### src/rtl/inject_sched.sv
// inject_sched: test-traffic scheduler for the NoC bench.
//
// Drives one {valid, payload} packet onto a single router slice of a flat
// per-router injection bus, waits for that router's ready, then idles for GAP
// cycles. In sweep mode (mode=1) it steps round-robin through every router,
// re-driving the same payload, until stop is seen.
//
// Optional feature (macro HEX_DISPLAY_EN): adds hex_router, an active-low
// 7-segment code (a in bit 6 .. g in bit 0) of cur_router mod 10.
//
// Ports:
//   clk, rst      clock (rising edge) and asynchronous active-high reset
//   start         single-cycle start request, honoured only in IDLE
//   stop          level-sampled abort
//   mode          0 = single packet, 1 = sweep all routers
//   sel_router    first/only target router index
//   sel_data      packet payload
//   router_ready  per-router accept
//   out_bus       injection bus, slice i = bits [i*PKT_W +: PKT_W]
//   busy          high whenever not IDLE
//   cur_router    current target index
//   sent_cnt      accepted packets, wraps
//   err           sticky; bit0 = ready timeout, bit1 = bad router index
module inject_sched #(
  parameter int unsigned ROUTERS = 36,
  parameter int unsigned PKT_W   = 13,
  parameter int unsigned RID_W   = 6,
  parameter int unsigned GAP     = 16,
  parameter int unsigned TIMEOUT = 255
) (
  input  logic                     clk,
  input  logic                     rst,
  input  logic                     start,
  input  logic                     stop,
  input  logic                     mode,
  input  logic [RID_W-1:0]         sel_router,
  input  logic [PKT_W-2:0]         sel_data,
  input  logic [ROUTERS-1:0]       router_ready,
  output logic [ROUTERS*PKT_W-1:0] out_bus,
  output logic                     busy,
  output logic [RID_W-1:0]         cur_router,
  output logic [15:0]              sent_cnt,
  output logic [1:0]               err
`ifdef HEX_DISPLAY_EN
  ,
  output logic [6:0]               hex_router
`endif
);

  localparam logic [1:0] StIdle  = 2'd0;
  localparam logic [1:0] StDrive = 2'd1;
  localparam logic [1:0] StGap   = 2'd2;

  logic [1:0]               state_q, state_d;
  logic [RID_W-1:0]         cur_q, cur_d;
  logic [PKT_W-2:0]         payload_q, payload_d;
  logic [15:0]              sent_q, sent_d;
  logic [1:0]               err_q, err_d;
  logic [7:0]               wait_q, wait_d;
  logic [7:0]               gap_q, gap_d;
  logic [ROUTERS*PKT_W-1:0] out_q, out_d;
  logic                     busy_q, busy_d;
  logic                     accept;
  logic                     sel_ok;

  assign accept = router_ready[cur_q];
  // Widen by one bit so ROUTERS == 2**RID_W still compares correctly.
  assign sel_ok = {1'b0, sel_router} < (RID_W + 1)'(ROUTERS);

  always_comb begin
    state_d   = state_q;
    cur_d     = cur_q;
    payload_d = payload_q;
    sent_d    = sent_q;
    err_d     = err_q;
    wait_d    = wait_q;
    gap_d     = gap_q;
    unique case (state_q)
      StIdle: begin
        if (start) begin
          if (sel_ok) begin
            cur_d     = sel_router;
            payload_d = sel_data;
            err_d     = 2'b00;
            wait_d    = 8'd0;
            state_d   = StDrive;
          end else begin
            err_d[1] = 1'b1;
          end
        end
      end
      StDrive: begin
        if (accept) begin
          // Acceptance wins over a simultaneous stop; stop only skips the gap.
          sent_d  = sent_q + 16'd1;
          gap_d   = 8'(GAP - 1);
          state_d = stop ? StIdle : StGap;
        end else if (stop) begin
          state_d = StIdle;
        end else if (wait_q == 8'(TIMEOUT - 1)) begin
          err_d[0] = 1'b1;
          gap_d    = 8'(GAP - 1);
          state_d  = StGap;
        end else begin
          wait_d = wait_q + 8'd1;
        end
      end
      StGap: begin
        if (stop) begin
          state_d = StIdle;
        end else if (gap_q == 8'd0) begin
          if (mode) begin
            cur_d   = (cur_q == RID_W'(ROUTERS - 1)) ? '0 : cur_q + RID_W'(1);
            wait_d  = 8'd0;
            state_d = StDrive;
          end else begin
            state_d = StIdle;
          end
        end else begin
          gap_d = gap_q - 8'd1;
        end
      end
      default: state_d = StIdle;
    endcase
  end

  // Bus is a pure function of the next state, so only the target slice is
  // ever non-zero and only while DRIVE.
  always_comb begin
    out_d = '0;
    for (int i = 0; i < int'(ROUTERS); i++) begin
      if (state_d == StDrive && cur_d == RID_W'(i)) begin
        out_d[i*PKT_W +: PKT_W] = {1'b1, payload_d};
      end
    end
    busy_d = (state_d != StIdle);
  end

  always_ff @(posedge clk or posedge rst) begin
    if (rst) begin
      state_q   <= StIdle;
      cur_q     <= '0;
      payload_q <= '0;
      sent_q    <= '0;
      err_q     <= '0;
      wait_q    <= '0;
      gap_q     <= '0;
      out_q     <= '0;
      busy_q    <= 1'b0;
    end else begin
      state_q   <= state_d;
      cur_q     <= cur_d;
      payload_q <= payload_d;
      sent_q    <= sent_d;
      err_q     <= err_d;
      wait_q    <= wait_d;
      gap_q     <= gap_d;
      out_q     <= out_d;
      busy_q    <= busy_d;
    end
  end

  assign out_bus    = out_q;
  assign busy       = busy_q;
  assign cur_router = cur_q;
  assign sent_cnt   = sent_q;
  assign err        = err_q;

`ifdef HEX_DISPLAY_EN
  function automatic logic [6:0] seg7_n(input logic [3:0] digit);
    logic [6:0] seg;
    case (digit)
      4'd0:    seg = 7'b1111110;
      4'd1:    seg = 7'b0110000;
      4'd2:    seg = 7'b1101101;
      4'd3:    seg = 7'b1111001;
      4'd4:    seg = 7'b0110011;
      4'd5:    seg = 7'b1011011;
      4'd6:    seg = 7'b1011111;
      4'd7:    seg = 7'b1110000;
      4'd8:    seg = 7'b1111111;
      4'd9:    seg = 7'b1111011;
      default: seg = 7'b0000000;
    endcase
    return ~seg;
  endfunction

  logic [6:0] hex_q;

  always_ff @(posedge clk or posedge rst) begin
    if (rst) begin
      hex_q <= seg7_n(4'd0);
    end else begin
      hex_q <= seg7_n(4'(int'(cur_d) % 10));
    end
  end

  assign hex_router = hex_q;
`endif

endmodule

### config.mk
export PLATFORM = sky130hd
export DESIGN_NAME = inject_sched
export DESIGN_NICKNAME = d
export VERILOG_FILES = /design/src/rtl/inject_sched.sv
export SDC_FILE = /design/constraint.sdc
export NUM_CORES = 1
export LEC_CHECK = 0
export CAP_MARGIN = 20
export CORE_MARGIN = 1
export CORE_UTILIZATION = 32
export CTS_BUF_LIST = sky130_fd_sc_hd__clkbuf_4 sky130_fd_sc_hd__clkbuf_8
export DETAILED_ROUTE_END_ITERATION = 16
export MAX_ROUTING_LAYER = met4
export PLACE_DENSITY = 0.62
export SETUP_SLACK_MARGIN = 0.15
export SYNTH_ARGS = -nofsm -noshare
export SYNTH_HDL_FRONTEND = slang
export SYNTH_SLANG_ARGS = --single-unit
export TNS_END_PERCENT = 100
### constraint.sdc
create_clock -name clk -period 43.5 [get_ports clk]
set_clock_uncertainty 0.05 [all_clocks]
set_input_delay 10.875 -clock clk [delete_from_list [all_inputs] [get_ports clk]]
set_output_delay 10.875 -clock clk [all_outputs]
set_load 0.05 [all_outputs]
# After elaboration in Yosys (flattened, before gate mapping)
# Index checks and enable logic that the tools add are counted.
# Widths: inputs -> output; s select.
# totals
word_cells	196
ram_bits	0
input_bits	59
latch_bits	0
reg_bits	523
mem_count	0
mem_bits_ro	0
# op_classes
multipliers	0
reduce_logical	48
add_sub_neg	4
bitwise	0
eq_ne	52
div_mod_pow	0
n_shift	0
mux	80
order_cmp	2
# ops
op	count
$mux 13	36
$mux 8	13
$eq 6x5->1 const B	16
$eq 6x4->1 const B	8
$logic_and 1x1->1	36
$mux 12	3
$mux 6	6
$eq 6x6->1 const B	5
$eq 6x3->1 const B	4
$pmux 8 s3	1
$ne 2x2->1 const B	10
$add 16x1->16 const B	1
$mux 2	8
$pmux 8 s2	1
$eq 6x2->1 const B	2
$pmux 6 s2	1
$reduce_and 9->1	1
$add 8x1->8 const B	1
$eq 8x8->1 const B	1
$logic_not 8->1	1
$mux 1	8
$sub 8x1->8 const B	1
$lt 6x7->1 const B	1
$add 6x1->6 const B	1
other kinds (15)	20

# Depth between registers and ports, before layout
# logic_depth
depth_word	9
depth_mapped	12

# Worst setup path before layout
# No wires, ideal clock.
# synth_path
path_type	input to register
start	input port router_ready[15]
end	register out_q[286], in the netlist out_bus[286]
setup_slack_ps	30434
path_buffers	3
stages	9
arrival_ps	12915
path_cell_list	mux4_2 -> mux2_2 -> a221oi_2 -> o31a_2 -> a21oi_1 -> buf_2 -> buf_6 -> buf_2 -> nor4_1
# synth_between
elab_chain_len	7
# synth_rtl
element	line_no	rtl
start, declared	38	input logic [ROUTERS-1:0] router_ready,
$bmux 1 s6	66	assign accept = router_ready[cur_q];
$mux 1 (not written as such)	66	
$mux 2	93	if (accept) begin
$pmux 2 s3	78	unique case (state_q)
$eq 2x1->1	132	if (state_d == StDrive && cur_d == RID_W'(i)) begin
$logic_and 1x1->1	132	
$mux 13	132	
net out_d[286]	61	logic [ROUTERS*PKT_W-1:0] out_q, out_d;
end signal, assigned	158	out_q <= out_d;
end, declared	61	
# The timed path passes the listed nets, and every way through them passes these cells. The select of a mux whose other input is x is not followed.
# A chain may end at the register's enable or synchronous reset.

# Worst setup path after layout
# layout_path
start	input port start
end	register out_q[51], in the netlist out_bus[51]
# layout_between
elab_chain_len	5
word_cells_on_any_way	8
# layout_rtl
element	line_no	rtl
start, declared	33	input logic start,
$mux 6 / $mux 2 (equally long branches)	80	if (start) begin
$pmux 6 s2 / $pmux 2 s3 (equally long branches)	78	
$eq 6x2->1 / $eq 2x1->1 (equally long branches)	132	
$logic_and 1x1->1 (*)	132	
$mux 13 (*)	132	
net out_d[51]	61	
# Mark *: on every way through the listed nets, which the timed path passes. The rest lies on a longest branch.

==> impl_metrics.yaml <==
run_status:
  status: "finished clean"
global_routing:
  grt_pass1_vias: 15646
  grt_pass1_wl_um: 107300
  grt_max_degree: 250
  antenna_found_initial: 5
  grtUsageTotal: 0.2536
  overflow: 0
timing:
  rsz0062_at_grt: "no"
  setup_tns_ns: 0
  hold_violations: 0
  max_freq_ghz: 0.06563
  max-slew-margin-rel: 0.2055
  slew_violations: 0
  finalSetupViolCount: 0
  tightest_slew_ns: 1.192
  period_share: 0.3503
  post-route-min-period_ns: 15.24
  post-route-worst-setup-slack_ns: 28.26
clock_tree:
  clkLatencyLatePin_ns: 0.67
  cts_hold_buf: 0
  clk_pin_slew_ns: 0.06
  cts_tree: "built"
  post_cts_buffers: 0
  cts_buffers: 88
  cts_root_buffer: "clkbuf_8"
  ctsLongestPathBuffers: 3
  htreeDepth: 3
  cts.sinks: 523
  cts_resized: 0
synthesis:
  yosysSeqAreaShare: 0.7017
  ys.warnings.count: 0
  ys_ff_latch: 523
  syn-num-nets: 1523
  syn_inst: 1459
  syn_area_sq_um: 18650
  synthDistinctLibCells: 54
  avgSynthCellArea_sq_um: 12.78
  synth_enable_flop_cells: 0
  synth_ff_type: "dfrtp_1"
  async_reset_ff_frac: 1.000
placed_design:
  io_buffers: 551
  gp_congestion: 0.8696
  dpl.hpwl_um: 46240
  place_ws_ns: 27.73
  dp_cells: 2633
  dpl_cell_area_sq_um: 24720
detailed_routing:
  drt_iter0_drc: 1123
  drc: 0
  vias: 15150
  drtAntennaViolNets: 0
  vias_per_cell: 5.407
  first_pass_iters: 7
  avgRoutedWirePerCell_um: 26.51
  wirelength_um: 74280
floorplan:
  num_io_pins: 552
  initial_core_util: 0.3233
  die_w_um: 243.4
  die_h_um: 243.4
  dieArea_sq_um: 59260
  fp-row-count: 88
  core_area_sq_um: 57700
worst_hold_path:
  hp-start: "sent_cnt[15]"
  hold_depth: 1
  min_to: "sent_cnt[15]"
  min_path_type: "register to register"
worst_setup_path:
  cp_max_fo: 106
  r2r-start: "cur_router[2]"
  rr_endpoint: "out_bus[51]"
  crit_path_start_kind: "input port"
  crit_path_start: "start"
  crit_arrival_ns: 15.66
  crit_path_end_kind: "register"
  rrSetupSlack_ns: 38.33
  crit_type: "input port to register"
  reg2reg_depth: 8
  critical_path_required_ns: 43.92
cells_and_area:
  layout.nets: 2023
  syn2layout_area_growth_pct: 43.17
  drive_gt1_frac: 0.1142
  fin_util: 0.4628
  instances_no_fill: 2802
  mostFrequentLayoutCells: "clkdlybuf4s50_1 (551), dfrtp_1 (523), nor4_1 (365)"
  final_common_cell: "clkdlybuf4s50_1"
  design_area_sq_um: 26700
power:
  power.density_nw_per_um2: 63.04
  ir_drop_uv: 55.28
  p_leak_nw: 11.12
run:
  maxCapViolations: 0
## metrics by stage
step | hold WS, ns | power [mW]
2_1_floorplan | 0.3910 | 0.9505
3_3_place_gp | 0.4130 | 1.204
3_5_place_dp | 0.4214 | 1.212
4_1_cts | 0.4293 | 1.692
5_1_grt | 0.4580 | 1.750
6_report | 0.4305 | 1.683
## synthesized netlist by cell type (all sizes together), types with 7 or more instances
cell / number / area share
nand3: 65 / 0.017
nor3: 113 / 0.030
inv: 12 / 0.0024
mux2i: 12 / 0.0064
a21oi: 7 / 0.0019
buf: 52 / 0.014
nand4: 13 / 0.0044
and3: 11 / 0.0037
clkbuf: 115 / 0.023
nor2: 10 / 0.0020
xnor2: 16 / 0.0075
o31a: 7 / 0.0034
mux2: 19 / 0.011
o21ai: 10 / 0.0027
or3: 7 / 0.0023
nor4: 365 / 0.12
nand2: 32 / 0.0064
dfrtp: 523 / 0.70
## sequential cells by signal, summed over array words and instances, names as in the netlist
register    count
cur_router      6
payload_q      12
busy            1
wait_q          8
gap_q           8
err             2
state_q         2
out_bus       468
sent_cnt       16
## power by group
| part | leakage [nW] | internal [mW] | switching, mW |
|---|---|---|---|
| clock network | 1.04 | 0.271 | 0.207 |
| logic | 2.84 | 0.111 | 0.555 |
| registers | 7.24 | 0.515 | 0.0243 |
## routing by layer
metal / track usage / wire, um / up-vias
met5: - / 0 / -
met4: 0.09767 / 2351 / 0
met1: 0.3106 / 30020 / 7788
li1: - / - / 6495
met2: 0.3890 / 35050 / 727
met3: 0.08185 / 6858 / 140
## how the worst max path moves through the flow
stage	depth (start not counted)	end
3_3_place_gp	9	out_bus[258]
3_5_place_dp	9	out_bus[257]
6_report	9	out_bus[51]
4_1_cts	9	out_bus[257]
5_1_grt	9	out_bus[51]
2_1_floorplan	1	busy
## area by class of cell
class	count	area (sq um)
Clock inverter	22	229.0
Fill cell	5259	30990
Clock buffer	140	1714
Timing Repair Buffer	577	5743
Tap cell	765	957.2
Multi-Input combinational cell	757	4902
Antenna cell	6	15.01
Sequential cell	523	13090
Inverter	12	55.05
## worst max-delay path: stages
cell and delay [ns]:
clkdlybuf4s50_1 0.48, inv_1 0.17, nor3_1 0.10, nand2_1 0.62
o21ai_0 0.40, a21oi_4 0.85, buf_4 0.82, buf_4 0.91
nor4_1 0.18
## cells by family (layout without fill, tap and decap cells)
kind of cell	after synthesis	in the layout	synth area share
flops	523	523	0.7017
other cells	0	6	0
simple gates	642	642	0.2004
mux	37	37	0.02516
xor+xnor	17	17	0.007983
fa+ha+maj	5	5	0.003354
buf+inv	179	751	0.03911
compound gates	56	56	0.02234
Power figures use the tool's default switching activity.
